## config.mk

```make
export PLATFORM = sky130hd
export DESIGN_NAME = ex_muldiv
export DESIGN_NICKNAME = d
export VERILOG_FILES = /design/src/rtl/ex_muldiv.sv
export SDC_FILE = /design/constraint.sdc
export NUM_CORES = 1
export LEC_CHECK = 0
export BUFFER_PORTS_ARGS = -buffer_cell sky130_fd_sc_hd__buf_2
export CORE_UTILIZATION = 25
export CTS_CLUSTER_SIZE = 20
export DETAILED_ROUTE_END_ITERATION = 12
export SYNTH_ARGS = -nofsm -noshare
export SYNTH_HDL_FRONTEND = slang
export SYNTH_SLANG_ARGS = --single-unit
```

## constraint.sdc

```tcl
create_clock -name clk -period 5.2 [get_ports clk]
set_input_delay 0 -clock clk [delete_from_list [all_inputs] [get_ports clk]]
set_output_delay 0 -clock clk [all_outputs]
set_load 0.05 [all_outputs]
```

## src/rtl/ex_muldiv.sv

```systemverilog
// Iterative RV32M multiply/divide unit: one bit per cycle on operand magnitudes,
// signs applied when the result is latched.
module ex_muldiv #(
   parameter int DATA_WIDTH = 32,
   parameter int ITER       = 32
) (
   input  logic                  clk,
   input  logic                  rst_n,
   input  logic                  flush,
   input  logic                  valid_i,
   input  logic [2:0]            ins_func3_i,
   input  logic [DATA_WIDTH-1:0] rd1_data_i,
   input  logic [DATA_WIDTH-1:0] rd2_data_i,
   input  logic [4:0]            rd_i,
   output logic                  busy_o,
   output logic                  done_o,
   output logic [DATA_WIDTH-1:0] result_o,
   output logic [4:0]            rd_o,
   output logic [1:0]            dbg_state
);

   // Handshake: an op is taken on any rising edge where state is IDLE,
   // valid_i=1 and flush=0; busy_o stalls upstream while CALC, and done_o
   // marks the single cycle in which result_o/rd_o hold the new value.

   localparam int W  = DATA_WIDTH;
   localparam int CW = $clog2(ITER + 1);

   typedef enum logic [1:0] {
      S_IDLE = 2'd0,
      S_CALC = 2'd1,
      S_DONE = 2'd2
   } state_t;

   state_t         state;
   logic [CW-1:0]  cnt;
   logic [2:0]     op_q;
   logic [4:0]     rd_q;
   logic [W-1:0]   hi_q;
   logic [W-1:0]   lo_q;
   logic [W-1:0]   opb_q;
   logic [W-1:0]   dividend_q;
   logic           neg_q;
   logic           rem_neg_q;
   logic           div_zero_q;

   logic           a_signed;
   logic           b_signed;
   logic           a_neg;
   logic           b_neg;
   logic [W-1:0]   a_mag;
   logic [W-1:0]   b_mag;

   logic [W:0]     mul_sum;
   logic [W:0]     div_r;
   logic [W-1:0]   div_diff;
   logic           div_ge;
   logic [W-1:0]   hi_nx;
   logic [W-1:0]   lo_nx;
   logic [2*W-1:0] prod;
   logic [2*W-1:0] prod_s;
   logic [W-1:0]   quo;
   logic [W-1:0]   rem;
   logic [W-1:0]   res_nx;

   assign dbg_state = state;

   always_comb begin
      a_signed = 1'b0;
      b_signed = 1'b0;
      case (ins_func3_i)
         3'd0, 3'd1, 3'd4, 3'd6: begin
            a_signed = 1'b1;
            b_signed = 1'b1;
         end
         3'd2:    a_signed = 1'b1;
         default: ;
      endcase
   end

   assign a_neg = a_signed & rd1_data_i[W-1];
   assign b_neg = b_signed & rd2_data_i[W-1];
   assign a_mag = a_neg ? -rd1_data_i : rd1_data_i;
   assign b_mag = b_neg ? -rd2_data_i : rd2_data_i;

   // Multiply: {hi,lo} is the partial product with the multiplier shifting out of lo.
   // Divide: hi is the running remainder, lo shifts dividend out and quotient in.
   assign mul_sum  = {1'b0, hi_q} + {1'b0, opb_q & {W{lo_q[0]}}};
   assign div_r    = {hi_q, lo_q[W-1]};
   assign div_ge   = (div_r >= {1'b0, opb_q});
   assign div_diff = div_r[W-1:0] - opb_q;

   always_comb begin
      hi_nx = '0;
      lo_nx = '0;
      if (op_q[2]) begin
         hi_nx = div_ge ? div_diff : div_r[W-1:0];
         lo_nx = {lo_q[W-2:0], div_ge};
      end else begin
         hi_nx = mul_sum[W:1];
         lo_nx = {mul_sum[0], lo_q[W-1:1]};
      end
   end

   assign prod   = {hi_nx, lo_nx};
   assign prod_s = neg_q ? -prod : prod;
   assign quo    = neg_q ? -lo_nx : lo_nx;
   assign rem    = rem_neg_q ? -hi_nx : hi_nx;

   // Division by zero bypasses the sign fix-up: all-ones quotient, raw dividend remainder.
   always_comb begin
      res_nx = '0;
      case (op_q)
         3'd0:             res_nx = prod_s[W-1:0];
         3'd1, 3'd2, 3'd3: res_nx = prod_s[2*W-1:W];
         3'd4, 3'd5:       res_nx = div_zero_q ? {W{1'b1}} : quo;
         default:          res_nx = div_zero_q ? dividend_q : rem;
      endcase
   end

   always_ff @(posedge clk or negedge rst_n) begin
      if (!rst_n) begin
         state      <= S_IDLE;
         cnt        <= '0;
         op_q       <= '0;
         rd_q       <= '0;
         hi_q       <= '0;
         lo_q       <= '0;
         opb_q      <= '0;
         dividend_q <= '0;
         neg_q      <= 1'b0;
         rem_neg_q  <= 1'b0;
         div_zero_q <= 1'b0;
         busy_o     <= 1'b0;
         done_o     <= 1'b0;
         result_o   <= '0;
         rd_o       <= '0;
      end else if (flush) begin
         state  <= S_IDLE;
         busy_o <= 1'b0;
         done_o <= 1'b0;
      end else begin
         case (state)
            S_IDLE: begin
               if (valid_i) begin
                  state      <= S_CALC;
                  busy_o     <= 1'b1;
                  cnt        <= '0;
                  op_q       <= ins_func3_i;
                  rd_q       <= rd_i;
                  hi_q       <= '0;
                  lo_q       <= ins_func3_i[2] ? a_mag : b_mag;
                  opb_q      <= ins_func3_i[2] ? b_mag : a_mag;
                  neg_q      <= a_neg ^ b_neg;
                  rem_neg_q  <= a_neg;
                  div_zero_q <= (rd2_data_i == '0);
                  dividend_q <= rd1_data_i;
               end
            end
            S_CALC: begin
               hi_q <= hi_nx;
               lo_q <= lo_nx;
               cnt  <= cnt + CW'(1);
               if (cnt == CW'(ITER - 1)) begin
                  state    <= S_DONE;
                  busy_o   <= 1'b0;
                  done_o   <= 1'b1;
                  result_o <= res_nx;
                  rd_o     <= rd_q;
               end
            end
            S_DONE: begin
               state  <= S_IDLE;
               done_o <= 1'b0;
            end
            default: begin
               state  <= S_IDLE;
               busy_o <= 1'b0;
               done_o <= 1'b0;
            end
         endcase
      end
   end

endmodule

```

==> Implementation_results.wiki, run 1 <==
{| class="wikitable"
! Metric !! Value
|-
| Detailed placement HPWL || 57940 um
|-
| Final sum of negative setup slack || 0 ps
|-
| Die extent in x || 267.8 um
|-
| Measured slew at the worst slew-check pin || 1221 ps
|-
| CTS-repair resized insts || 0
|-
| RSZ-0062 raised after global routing || no
|-
| Initial core utilization || 25.26%
|-
| Prevailing post-synth register cell || sky130_fd_sc_hd__dfrtp_1
|-
| Rel. slew slack || 18.58%
|-
| Post-Syn Nets || 2490
|-
| Met3 track demand over resource in global routing || 5.571%
|-
| Clock-pin slew of the registers on the worst-case setup and hold paths || 80 ps
|-
| Number of failing setup endpoints in the final timing report || 0
|-
| Run status || complete, no violations
|-
| Clock network fraction of total power || 12.2%
|-
| Worst endpoint data arrival time || 5310 ps
|-
| Fraction of the yosys area taken by sequential cells || 26.36%
|-
| GR Layer Usage met2 || 31.34%
|-
| Antenna-violating nets left || 0
|-
| Placer congestion estimate || 0.9857
|-
| H-tree depth || 4
|-
| Final critical delay including setup and external delays || 4942 ps
|-
| Number of endpoints with negative hold slack in the final report || 0
|-
| Power per standard cell area || 565.7 nW/um^2
|-
| Final setup slack of the worst path || 257.5 ps
|-
| Internal reg-to-reg setup slack || 260 ps
|-
| # diodes || 0
|-
| Mean instance size in the synthesized netlist || 7.537 um^2
|-
| Count of unique library cells instantiated by Yosys || 110
|-
| First-pass GRT wire length || 109800 um
|-
| Switching fraction of total power || 53.82%
|-
| Clock Path Buffers || 2
|-
| Crit path kind || reg -> reg
|-
| Destination of the worst hold path || opb_q[5]
|-
| Cell depth of the worst min-delay path || 4
|-
| Total internal power || 5.425 mW
|-
| Cell area after synthesis || 17660 um^2
|-
| Average detailed-routed wire length per instance || 21.62 um
|-
| Dpl ws || 371.6 ps
|-
| Worst vdd rail ir drop || 287.4 uV
|-
| CTS tree || built
|-
| Number of buffers created by CTS || 17
|-
| Leakage power figure || 8.760 nW
|-
| Synth async-reset ratio || 100.0%
|-
| Sum of internal, switching and leakage power || 11.75 mW
|-
| Met1 demand-to-capacity share in global routing || 26.92%
|-
| Area added between synthesis and finish || 17.59%
|-
| Most used standard cell by instance count after synthesis || sky130_fd_sc_hd__nand2_1
|-
| Startpoint of the most critical hold path || rd2_data_i[5]
|-
| Final count of pins violating max slew || 0
|-
| Clk_lat worst skew || 480 ps
|-
| Count of synthesis-stage warnings from yosys || 0
|-
| Logic pwr share || 69.6%
|-
| Final Cycle Share || 95.05%
|-
| Post-route DRC violation count || 0
|-
| Count of TritonRoute iterations in the first routing pass || 5
|-
| Port Buffers || 116
|-
| Num ports || 117
|-
| Worst hold-check path type || in -> reg
|-
| Main area contributors after synthesis || sky130_fd_sc_hd__dfrtp_1, sky130_fd_sc_hd__nand2_1, sky130_fd_sc_hd__o21ai_0
|-
| Largest net degree at the start of global routing || 95
|-
| Vertical die dimension || 267.8 um
|-
| Leading area contributor after synthesis || sky130_fd_sc_hd__dfrtp_1
|-
| Worst hold slack after final layout || 20.47 ps
|-
| Proportion of layout cells with a drive suffix above 1 || 13.28%
|-
| Timing-limited maximum frequency || 202.3 MHz
|-
| Overall track demand over capacity in global routing || 20.42%
|-
| Final global-route overflow total || 0
|-
| Number of antenna violations at the first check in global routing || 4
|-
| DR iter-0 viols || 1937
|-
| Number of global-route vias before repair || 17180
|-
| Switching pwr || 6.323 mW
|-
| Depth of the worst register-to-register path || 17
|-
| Worst endpoint required time || 5570 ps
|-
| Clock sink total || 186
|-
| Core area || 69910 um^2
|-
| Commonest cells post-synth || sky130_fd_sc_hd__nand2_1, sky130_fd_sc_hd__o21ai_0, sky130_fd_sc_hd__nor2_1
|-
| Area of the die || 71700 um^2
|-
| Maximum clock skew at final layout || 14.76 ps
|-
| MaxCap Viol Count || 0
|-
| Wire length reported by the detailed router || 74540 um
|-
| Post-DR vias/cell || 5.421
|-
| Number of enable flip-flop cells after synthesis || 0
|-
| Top-area cell type share of the netlist area || 26.36%
|-
| End of the worst register-to-register path || result_o[22]
|-
| Placement Rows || 97
|-
| Busiest metal layer after global routing || met2
|-
| Startpoint kind of the worst setup timing path || flop
|-
| Kind of capture point of the worst setup path || flop
|-
| Synthesis-stage register bit count || 186
|-
| Max FO, Critical Path || 6
|-
| Share of total power in sequential cells || 18.2%
|-
| Launching point of the worst reg2reg path || lo_q[31]
|-
| Clock tree root driver cell || sky130_fd_sc_hd__clkbuf_16
|-
| Total via count in the routed design || 18690
|-
| Final net count || 2642
|-
| Synthesized netlist cell count || 2343
|}
cells by family after synthesis:
kind of cell	after synthesis	share of synthesized area (%)
xor+xnor	171	8.482
mux	68	3.954
flops	186	26.36
simple gates	903	24.13
buf+inv	208	4.832
fa+ha+maj	71	5.116
compound gates	736	27.12
worst max path at each step:
stage                  start      endpoint  slack [ps]  cells past startpoint
detailed placement  hi_q[11]  result_o[22]         370                     17
global placement     lo_q[0]  result_o[30]         380                     16
floorplan           hi_q[29]  result_o[22]         550                     19
CTS                 hi_q[11]  result_o[22]         330                     17
finish              lo_q[31]  result_o[22]         260                     17
global route         lo_q[0]  result_o[26]          20                     16
registers in the layout (all words and copies together) (netlist names), 5 cells and up:
name	cells
dividend_q	32
lo_q	32
opb_q	32
hi_q	32
rd_q	5
rd_o	5
cnt	6
result_o	32
layout by cell type, fill, tap and decap left out, types with 36 or more instances in the layout:
cell type                       instances
sky130_fd_sc_hd__a21oi_1              194
sky130_fd_sc_hd__a31oi_1               36
sky130_fd_sc_hd__and2_1                47
sky130_fd_sc_hd__buf_2                114
sky130_fd_sc_hd__buf_4                111
sky130_fd_sc_hd__dfrtp_1              185
sky130_fd_sc_hd__dlygate4sd3_1         44
sky130_fd_sc_hd__ha_1                  69
sky130_fd_sc_hd__inv_1                 71
sky130_fd_sc_hd__mux2i_1               54
sky130_fd_sc_hd__nand2_1              382
sky130_fd_sc_hd__nand3_1               36
sky130_fd_sc_hd__nor2_1               205
sky130_fd_sc_hd__nor3_1                45
sky130_fd_sc_hd__o21ai_0              214
sky130_fd_sc_hd__xnor2_1              105
sky130_fd_sc_hd__xor2_1                66
power by group through the flow:
stage | clock network (mW) | registers, mW | logic (mW)
3_3_place_gp | 0 | 2.14 | 7.94
5_1_grt | 1.51 | 2.18 | 8.68
3_5_place_dp | 0 | 2.15 | 7.89
4_1_cts | 1.46 | 2.12 | 7.97
2_1_floorplan | 0 | 2.00 | 5.21
6_report | 1.44 | 2.14 | 8.17
metrics by stage:
| stage | instances | instance area [um^2] | utilization (%) |
|---|---|---|---|
| 2_1_floorplan | 2343 | 17660 | - |
| 3_3_place_gp | 3371 | 19680 | 28.16 |
| 3_5_place_dp | 3371 | 19680 | 28.16 |
| 4_1_cts | 3447 | 20760 | 29.69 |
| 5_1_grt | 3448 | 20760 | 29.70 |
| 6_report | 3448 | 20760 | 29.70 |
worst max-delay path: stages (launching register included):
cell and delay, ps:
sky130_fd_sc_hd__dfrtp_1 400, sky130_fd_sc_hd__inv_1 90, sky130_fd_sc_hd__ha_1 160, sky130_fd_sc_hd__inv_1 50, sky130_fd_sc_hd__fa_1 420, sky130_fd_sc_hd__a211oi_1 520, sky130_fd_sc_hd__o21ai_0 380, sky130_fd_sc_hd__a211o_1 340
sky130_fd_sc_hd__mux2i_1 140, sky130_fd_sc_hd__o221ai_1 300, sky130_fd_sc_hd__o311ai_4 280, sky130_fd_sc_hd__nand4b_4 140, sky130_fd_sc_hd__or3_1 510, sky130_fd_sc_hd__buf_4 210, sky130_fd_sc_hd__o41ai_1 430, sky130_fd_sc_hd__xor2_1 190
sky130_fd_sc_hd__o221ai_1 130, sky130_fd_sc_hd__o21a_1 130
per-layer routing:
metal,up-vias,routed length [um]
met5,-,14
met4,4,3216
met3,143,6827
met2,829,32720
met1,8974,31760
li1,8740,-
timing repair:
action                                 in CTS  in global routing
hold buffers                               44                  0
setup endpoints to repair                   0                  4
endpoints found under the hold margin     124                  0
buffers inserted                            0                  1
cell type report:
class / instances / area, um^2
Sequential cell: 186 / 4658
Multi-Input combinational cell: 1949 / 12170
Clock inverter: 15 / 207.7
Timing Repair Buffer: 270 / 1858
Inverter: 71 / 266.5
Clock buffer: 17 / 425.4
Fill cell: 7630 / 49140
Tap cell: 940 / 1176
(Power assumes the default switching activity.)
==> run 2, diff against run 1 <==
--- a/config.mk
+++ b/config.mk
@@ -6,9 +6,10 @@
 export NUM_CORES = 1
 export LEC_CHECK = 0
 export BUFFER_PORTS_ARGS = -buffer_cell sky130_fd_sc_hd__buf_2
-export CORE_UTILIZATION = 25
+export CORE_UTILIZATION = 45
 export CTS_CLUSTER_SIZE = 20
 export DETAILED_ROUTE_END_ITERATION = 12
+export REMOVE_ABC_BUFFERS = 1
 export SYNTH_ARGS = -nofsm -noshare
 export SYNTH_HDL_FRONTEND = slang
 export SYNTH_SLANG_ARGS = --single-unit
==> run 2 against run 1 <==
Against the previous run:
- power down 2.6%
- first-iteration DRC count shrank 8.2%
- final area is 2.9% lower
- sequential power barely moved
- sequential cell count is the same
- critical endpoint is now result_o[30]
- largest power group unchanged
==> Implementation_results.wiki, run 2 (synthesis gave the netlist of run 1 again) <==
{| class="wikitable"
! Metric !! Value
|-
| Run status || complete, no violations (unchanged)
|-
| Final count of pins violating max slew || 0 (unchanged)
|-
| Worst endpoint data arrival time || 5300 ps (was 5310 ps)
|-
| Clock Path Buffers || 2 (unchanged)
|-
| Area added between synthesis and finish || 14.20% (was 17.59%)
|-
| Startpoint kind of the worst setup timing path || flop (unchanged)
|-
| Worst endpoint required time || 5540 ps (was 5570 ps)
|-
| Number of setup buffers added after CTS || 0 (unchanged)
|-
| Clock sink total || 186 (unchanged)
|-
| Rel. slew slack || 23.74% (was 18.58%)
|-
| Worst vdd rail ir drop || 273.4 uV (was 287.4 uV)
|-
| Final Core Density || 52.18% (was 29.70%)
|-
| Placement Rows || 72 (was 97)
|-
| Clock tree root driver cell || sky130_fd_sc_hd__clkbuf_16 (unchanged)
|-
| Placer congestion estimate || 1.003 (was 0.9857)
|-
| RSZ-0062 raised after global routing || no (unchanged)
|-
| Final critical delay including setup and external delays || 4956 ps (was 4942 ps)
|-
| Number of failing setup endpoints in the final timing report || 0 (unchanged)
|-
| First-pass GRT wire length || 106000 um (was 109800 um)
|-
| Wire length reported by the detailed router || 69680 um (was 74540 um)
|-
| Kind of capture point of the worst setup path || flop (unchanged)
|-
| Final setup slack of the worst path || 243.6 ps (was 257.5 ps)
|-
| Library cell contributing the largest single delay on the critical path || sky130_fd_sc_hd__or4b_2 (was sky130_fd_sc_hd__a211oi_1)
|-
| CTS tree || built (unchanged)
|-
| Total via count in the routed design || 18600 (was 18690)
|-
| Placed Area || 19090 um^2 (was 19680 um^2)
|-
| Number of buffers created by CTS || 17 (unchanged)
|-
| Timing-limited maximum frequency || 201.8 MHz (was 202.3 MHz)
|-
| Final global-route overflow total || 0 (unchanged)
|-
| Average detailed-routed wire length per instance || 23.13 um (was 21.62 um)
|-
| Core area || 38650 um^2 (was 69910 um^2)
|-
| Max FO, Critical Path || 17 (was 6)
|-
| Measured slew at the worst slew-check pin || 1138 ps (was 1221 ps)
|-
| Die extent in x || 200.1 um (was 267.8 um)
|-
| Antenna-violating nets left || 0 (unchanged)
|-
| Count of TritonRoute iterations in the first routing pass || 6 (was 5)
|-
| Crit path kind || reg -> reg (unchanged)
|-
| Clock-pin slew of the registers on the worst-case setup and hold paths || 70 ps (was 80 ps)
|-
| Clk_lat worst skew || 470 ps (was 480 ps)
|-
| Internal reg-to-reg setup slack || 240 ps (was 260 ps)
|-
| Dpl ws || 227.6 ps (was 371.6 ps)
|-
| Sequential cell area in the final layout || 4658 um^2 (unchanged)
|-
| Commonest cells after routing, fill and taps aside || sky130_fd_sc_hd__nand2_1, sky130_fd_sc_hd__o21ai_0, sky130_fd_sc_hd__nor2_1, sky130_fd_sc_hd__a21oi_1, sky130_fd_sc_hd__dfrtp_1 (unchanged)
|-
| H-tree depth || 4 (unchanged)
|-
| Multi-input logic area || 12190 um^2 (was 12170 um^2)
|-
| Final net count || 2630 (was 2642)
|-
| Final sum of negative setup slack || 0 ps (unchanged)
|-
| Power per standard cell area || 567.5 nW/um^2 (was 565.7 nW/um^2)
|-
| Port Buffers || 116 (unchanged)
|-
| Ordered list of cells on the worst path || buf_4 > and2_1 > ha_1 > a211oi_1 > o211ai_1 > a31oi_1 > a31oi_2 > a311oi_1 > xnor2_1 > nor2_1 > a21oi_1 > or4b_2 > o311a_1 > o31ai_1 > nand3_1 (was inv_1 > ha_1 > inv_1 > fa_1 > a211oi_1 > o21ai_0 > a211o_1 > mux2i_1 > o221ai_1 > o311ai_4 > nand4b_4 > or3_1 > buf_4 > o41ai_1 > xor2_1 > o221ai_1 > o21a_1)
|-
| Worst hold slack after final layout || 53.78 ps (was 20.47 ps)
|-
| Proportion of layout cells with a drive suffix above 1 || 12.68% (was 13.28%)
|-
| Post-route cell area || 20170 um^2 (was 20760 um^2)
|-
| Number of endpoints with negative hold slack in the final report || 0 (unchanged)
|-
| Final Cycle Share || 95.31% (was 95.05%)
|-
| Vertical die dimension || 200.1 um (was 267.8 um)
|-
| Overall track demand over capacity in global routing || 35.38% (was 20.42%)
|-
| Detailed placement HPWL || 52760 um (was 57940 um)
|-
| Num ports || 117 (unchanged)
|-
| Largest net degree at the start of global routing || 94 (was 95)
|-
| Number of antenna violations at the first check in global routing || 3 (was 4)
|-
| Post-DR vias/cell || 6.175 (was 5.421)
|-
| Delay of the slowest cell on the worst path || 650 ps (was 520 ps)
|-
| Worst hold-check path type || in -> reg (unchanged)
|-
| Number of global-route vias before repair || 17610 (was 17180)
|-
| Leakage power figure || 8.701 nW (was 8.760 nW)
|-
| Maximum clock skew at final layout || 10.14 ps (was 14.76 ps)
|-
| FILL cells || 3803 (was 7630)
|-
| DR iter-0 viols || 1778 (was 1937)
|-
| MaxCap Viol Count || 0 (unchanged)
|-
| Post-route DRC violation count || 0 (unchanged)
|-
| Area of the die || 40040 um^2 (was 71700 um^2)
|-
| Initial core utilization || 45.69% (was 25.26%)
|-
| Most common library cell in the layout ignoring fill and taps || sky130_fd_sc_hd__nand2_1 (unchanged)
|}
==> run 2: cell count changes in the layout (fill, tap and decap cells not counted), moves of 3 or more <==
cell | previous run | this run
sky130_fd_sc_hd__clkinvlp_4 | 3 | 0
sky130_fd_sc_hd__clkinv_8 | 4 | 0
sky130_fd_sc_hd__dlygate4sd3_1 | 44 | 47
sky130_fd_sc_hd__clkbuf_8 | 1 | 6
sky130_fd_sc_hd__inv_8 | 3 | 0
sky130_fd_sc_hd__buf_12 | 0 | 3
sky130_fd_sc_hd__buf_4 | 111 | 93
==> run 2: final timing paths <==
check                           depth (start not counted)  startpoint            end
worst min register to register                          2     rd_q[0]        rd_o[0]
worst min-delay path                                    4     valid_i       hi_q[15]
min in group asynchronous                               2       rst_n      opb_q[30]
worst max register to register                         15     lo_q[0]   result_o[30]
worst max-delay path                                   15     lo_q[0]   result_o[30]
max in group asynchronous                               3       rst_n  dividend_q[1]
==> run 2: per-layer routing <==
layer	GRT usage (%)	part of all wire, %	vias up
met5	0	0.017	-
met4	12.47	2.9	2
met3	5.444	7.1	112
met2	55.90	46	788
met1	48.93	44	8977
li1	-	-	8725
==> run 2: repair_timing <==
action	4_1_cts	5_1_grt
hold buffers	47	0
setup endpoints to repair	0	4
resized for setup	0	3
hold endpoints to repair	139	0
==> run 2: layout make-up <==
cell class | count | share of cell area (%)
clock buffers | 23 | 2.469
clock inverters | 6 | 0.4343
diodes | 2 | 0.02482
multi-input cells | 1949 | 60.45
well taps | 518 | 3.214
inverters | 71 | 1.322
repair buffers | 258 | 8.991
flip-flops and latches | 186 | 23.10
==> run 2: worst max-delay path: cells and delay by family (launching register included) <==
family          cells  cell delay [ps]
xor+xnor            1              180
flops               1              410
fa+ha+maj           1              390
compound gates      8             2620
buf+inv             1              230
simple gates        4              980
==> run 2: per-stage QoR <==
stage	power, mW	std cells
floorplan	7.049	2206
global placement	9.785	2935
detailed placement	9.793	2935
CTS	11.25	3011
global route	12.17	3011
finish	11.44	3013
==> run 2: where the power goes <==
part	internal, mW	switching [mW]	total [mW]
clock network	0.766	0.620	1.39
logic	2.88	5.04	7.91
registers	1.76	0.388	2.14
==> run 3, diff against run 2 <==
--- a/config.mk
+++ b/config.mk
@@ -7,6 +7,7 @@
 export LEC_CHECK = 0
 export BUFFER_PORTS_ARGS = -buffer_cell sky130_fd_sc_hd__buf_2
 export CORE_UTILIZATION = 45
+export CTS_BUF_LIST = sky130_fd_sc_hd__clkbuf_2
 export CTS_CLUSTER_SIZE = 20
 export DETAILED_ROUTE_END_ITERATION = 12
 export REMOVE_ABC_BUFFERS = 1
==> run 3 against run 2 <==
Against the previous run:
- critical path depth stayed put
- sequential power about the same
- hold slack better by 31 ps
- worst setup slack better by 17 ps
- sequential share of layout area shrank 1.5 points
- largest power group unchanged
==> Implementation_results.wiki, run 3 (synthesis gave the netlist of run 1 again) <==
{| class="wikitable"
! Metric !! Value
|-
| Launching point of the worst reg2reg path || lo_q[0] (unchanged)
|-
| DR iter-0 viols || 1894 (was 1778)
|-
| Clk_lat worst skew || 950 ps (was 470 ps)
|-
| First-pass GRT wire length || 111500 um (was 106000 um)
|-
| Commonest cells after routing, fill and taps aside || sky130_fd_sc_hd__nand2_1, sky130_fd_sc_hd__dlygate4sd3_1, sky130_fd_sc_hd__o21ai_0, sky130_fd_sc_hd__nor2_1, sky130_fd_sc_hd__a21oi_1 (was sky130_fd_sc_hd__nand2_1, sky130_fd_sc_hd__o21ai_0, sky130_fd_sc_hd__nor2_1, sky130_fd_sc_hd__a21oi_1, sky130_fd_sc_hd__dfrtp_1)
|-
| RSZ-0062 raised after global routing || no (unchanged)
|-
| Number of buffers created by CTS || 17 (unchanged)
|-
| Final setup slack of the worst path || 260.9 ps (was 243.6 ps)
|-
| Maximum clock skew at final layout || 46.49 ps (was 10.14 ps)
|-
| Measured slew at the worst slew-check pin || 1096 ps (was 1138 ps)
|-
| Clock sink total || 186 (unchanged)
|-
| Placement Rows || 72 (unchanged)
|-
| Initial core utilization || 45.69% (unchanged)
|-
| Worst vdd rail ir drop || 253.7 uV (was 273.4 uV)
|-
| Startpoint kind of the worst setup timing path || flop (unchanged)
|-
| Die extent in x || 200.1 um (unchanged)
|-
| Crit path buffers/inverters || 1 (unchanged)
|-
| Port Buffers || 116 (unchanged)
|-
| MaxCap Viol Count || 0 (unchanged)
|-
| Clock tree root driver cell || sky130_fd_sc_hd__clkbuf_2 (was sky130_fd_sc_hd__clkbuf_16)
|-
| Final net count || 2807 (was 2630)
|-
| Final Core Density || 55.81% (was 52.18%)
|-
| Kind of capture point of the worst setup path || flop (unchanged)
|-
| Final critical delay including setup and external delays || 4939 ps (was 4956 ps)
|-
| Rel. slew slack || 26.50% (was 23.74%)
|-
| Worst hold-check path type || in -> reg (unchanged)
|-
| Count of TritonRoute iterations in the first routing pass || 6 (unchanged)
|-
| Num ports || 117 (unchanged)
|-
| Post-DR vias/cell || 6.145 (was 6.175)
|-
| H-tree depth || 4 (unchanged)
|-
| Clock Path Buffers || 2 (unchanged)
|-
| Run status || complete, no violations (unchanged)
|-
| Vertical die dimension || 200.1 um (unchanged)
|-
| Max FO, Critical Path || 17 (unchanged)
|-
| Proportion of layout cells with a drive suffix above 1 || 11.76% (was 12.68%)
|-
| Worst endpoint required time || 6070 ps (was 5540 ps)
|-
| Final count of pins violating max slew || 0 (unchanged)
|-
| Antenna-violating nets left || 0 (unchanged)
|-
| Sequential cell area in the final layout || 4658 um^2 (unchanged)
|-
| Placer congestion estimate || 1.003 (unchanged)
|-
| Total via count in the routed design || 19600 (was 18600)
|-
| Leakage power figure || 9.241 nW (was 8.701 nW)
|-
| Number of setup buffers added after CTS || 0 (unchanged)
|-
| Dpl ws || 227.6 ps (unchanged)
|-
| Multi-input logic area || 12190 um^2 (about the same)
|-
| Delay of the slowest cell on the worst path || 650 ps (about the same)
|-
| Power per standard cell area || 510.5 nW/um^2 (was 567.5 nW/um^2)
|-
| Ordered list of cells on the worst path || buf_4 > and2_1 > ha_1 > a211oi_1 > o211ai_1 > a31oi_1 > a31oi_2 > a311oi_1 > xnor2_1 > nor2_1 > a21oi_1 > or4b_2 > o311a_1 > o31ai_1 > nand3_1 (unchanged)
|-
| Clock-pin slew of the registers on the worst-case setup and hold paths || 300 ps (was 70 ps)
|-
| Area of the die || 40040 um^2 (unchanged)
|-
| Library cell contributing the largest single delay on the critical path || sky130_fd_sc_hd__or4b_2 (unchanged)
|-
| Sum of internal, switching and leakage power || 11.01 mW (was 11.44 mW)
|-
| Critical path's top delay family || compound AO/OA/AOI/OAI gates (unchanged)
|-
| Largest net degree at the start of global routing || 92 (was 94)
|-
| Crit path kind || reg -> reg (unchanged)
|-
| Wire length reported by the detailed router || 72710 um (was 69680 um)
|-
| Number of failing setup endpoints in the final timing report || 0 (unchanged)
|-
| Final Cycle Share || 94.98% (was 95.31%)
|-
| Number of antenna violations at the first check in global routing || 4 (was 3)
|-
| Area added between synthesis and finish || 22.15% (was 14.20%)
|-
| Final global-route overflow total || 0 (unchanged)
|-
| CTS tree || built (unchanged)
|-
| Startpoint of the most critical hold path || rd1_data_i[0] (was valid_i)
|-
| FILL cells || 3635 (was 3803)
|-
| Detailed placement HPWL || 52760 um (unchanged)
|-
| Most common library cell in the layout ignoring fill and taps || sky130_fd_sc_hd__nand2_1 (unchanged)
|-
| Number of endpoints with negative hold slack in the final report || 0 (unchanged)
|-
| Overall track demand over capacity in global routing || 37.06% (was 35.38%)
|-
| Core area || 38650 um^2 (unchanged)
|-
| Origin of the worst setup path || lo_q[0] (unchanged)
|-
| Timing-limited maximum frequency || 202.5 MHz (was 201.8 MHz)
|-
| Average detailed-routed wire length per instance || 22.79 um (was 23.13 um)
|-
| Worst endpoint data arrival time || 5810 ps (was 5300 ps)
|-
| Post-route DRC violation count || 0 (unchanged)
|-
| Number of global-route vias before repair || 18900 (was 17610)
|}
-- run 3: report_power, final --
part	leakage, nW	internal (mW)	switching [mW]
combinational	6.75	3.03	5.07
sequential	2.36	1.75	0.388
clock	0.127	0.208	0.560
-- run 3: stage by stage --
| stage | cell area [um^2] | instances | hold slack [ps] | TNS, ps |
|---|---|---|---|---|
| after floorplan | 17070 | 2206 | -295.6 | -109840 |
| after global placement | 19090 | 2935 | 139.1 | 0 |
| after detailed placement | 19090 | 2935 | 133.7 | 0 |
| after CTS | 21540 | 3188 | 6.246 | 0 |
| after global routing | 21570 | 3189 | 82.06 | 0 |
| final | 21570 | 3190 | 84.42 | 0 |
-- run 3: layout make-up --
cell class              count  share of cell area [%]
multi-input cells        1949                   56.53
repair buffers            435                   16.70
clock inverters            11                  0.4931
well taps                 518                   3.005
flip-flops and latches    186                   21.60
diodes                      2                 0.02320
inverters                  71                   1.236
clock buffers              18                  0.4177
-- run 3: path summary, 6_finish.rpt --
check | to | slack, ps | cells after the start
min reg2reg | done_o | 510 | 2
max reg2reg | result_o[30] | 260 | 15
min in group asynchronous | opb_q[30] | 190 | 4
min | lo_q[0] | 80 | 6
max | result_o[30] | 260 | 15
max in group asynchronous | op_q[2] | 4310 | 4
-- run 3: metal layers --
metal	wire [um]	track usage, %	vias up
met5	12	0	-
met3	5993	6.116	152
met1	30800	49.79	9438
met2	33500	59.61	924
met4	2404	13.94	2
li1	-	-	9085
-- run 3: worst register-to-register path, cell delays in order (launching register included) --
cell and delay (ps):
sky130_fd_sc_hd__dfrtp_1 470, sky130_fd_sc_hd__buf_4 230, sky130_fd_sc_hd__and2_1 190, sky130_fd_sc_hd__ha_1 390, sky130_fd_sc_hd__a211oi_1 290, sky130_fd_sc_hd__o211ai_1 280
sky130_fd_sc_hd__a31oi_1 360, sky130_fd_sc_hd__a31oi_2 270, sky130_fd_sc_hd__a311oi_1 490, sky130_fd_sc_hd__xnor2_1 180, sky130_fd_sc_hd__nor2_1 60, sky130_fd_sc_hd__a21oi_1 420
sky130_fd_sc_hd__or4b_2 650, sky130_fd_sc_hd__o311a_1 310, sky130_fd_sc_hd__o31ai_1 230, sky130_fd_sc_hd__nand3_1 100
-- run 3: repair_timing --
item,in CTS,in global routing
hold buffers,224,0
resized for setup,0,4
hold endpoints to repair,334,0
setup endpoints to repair,0,5
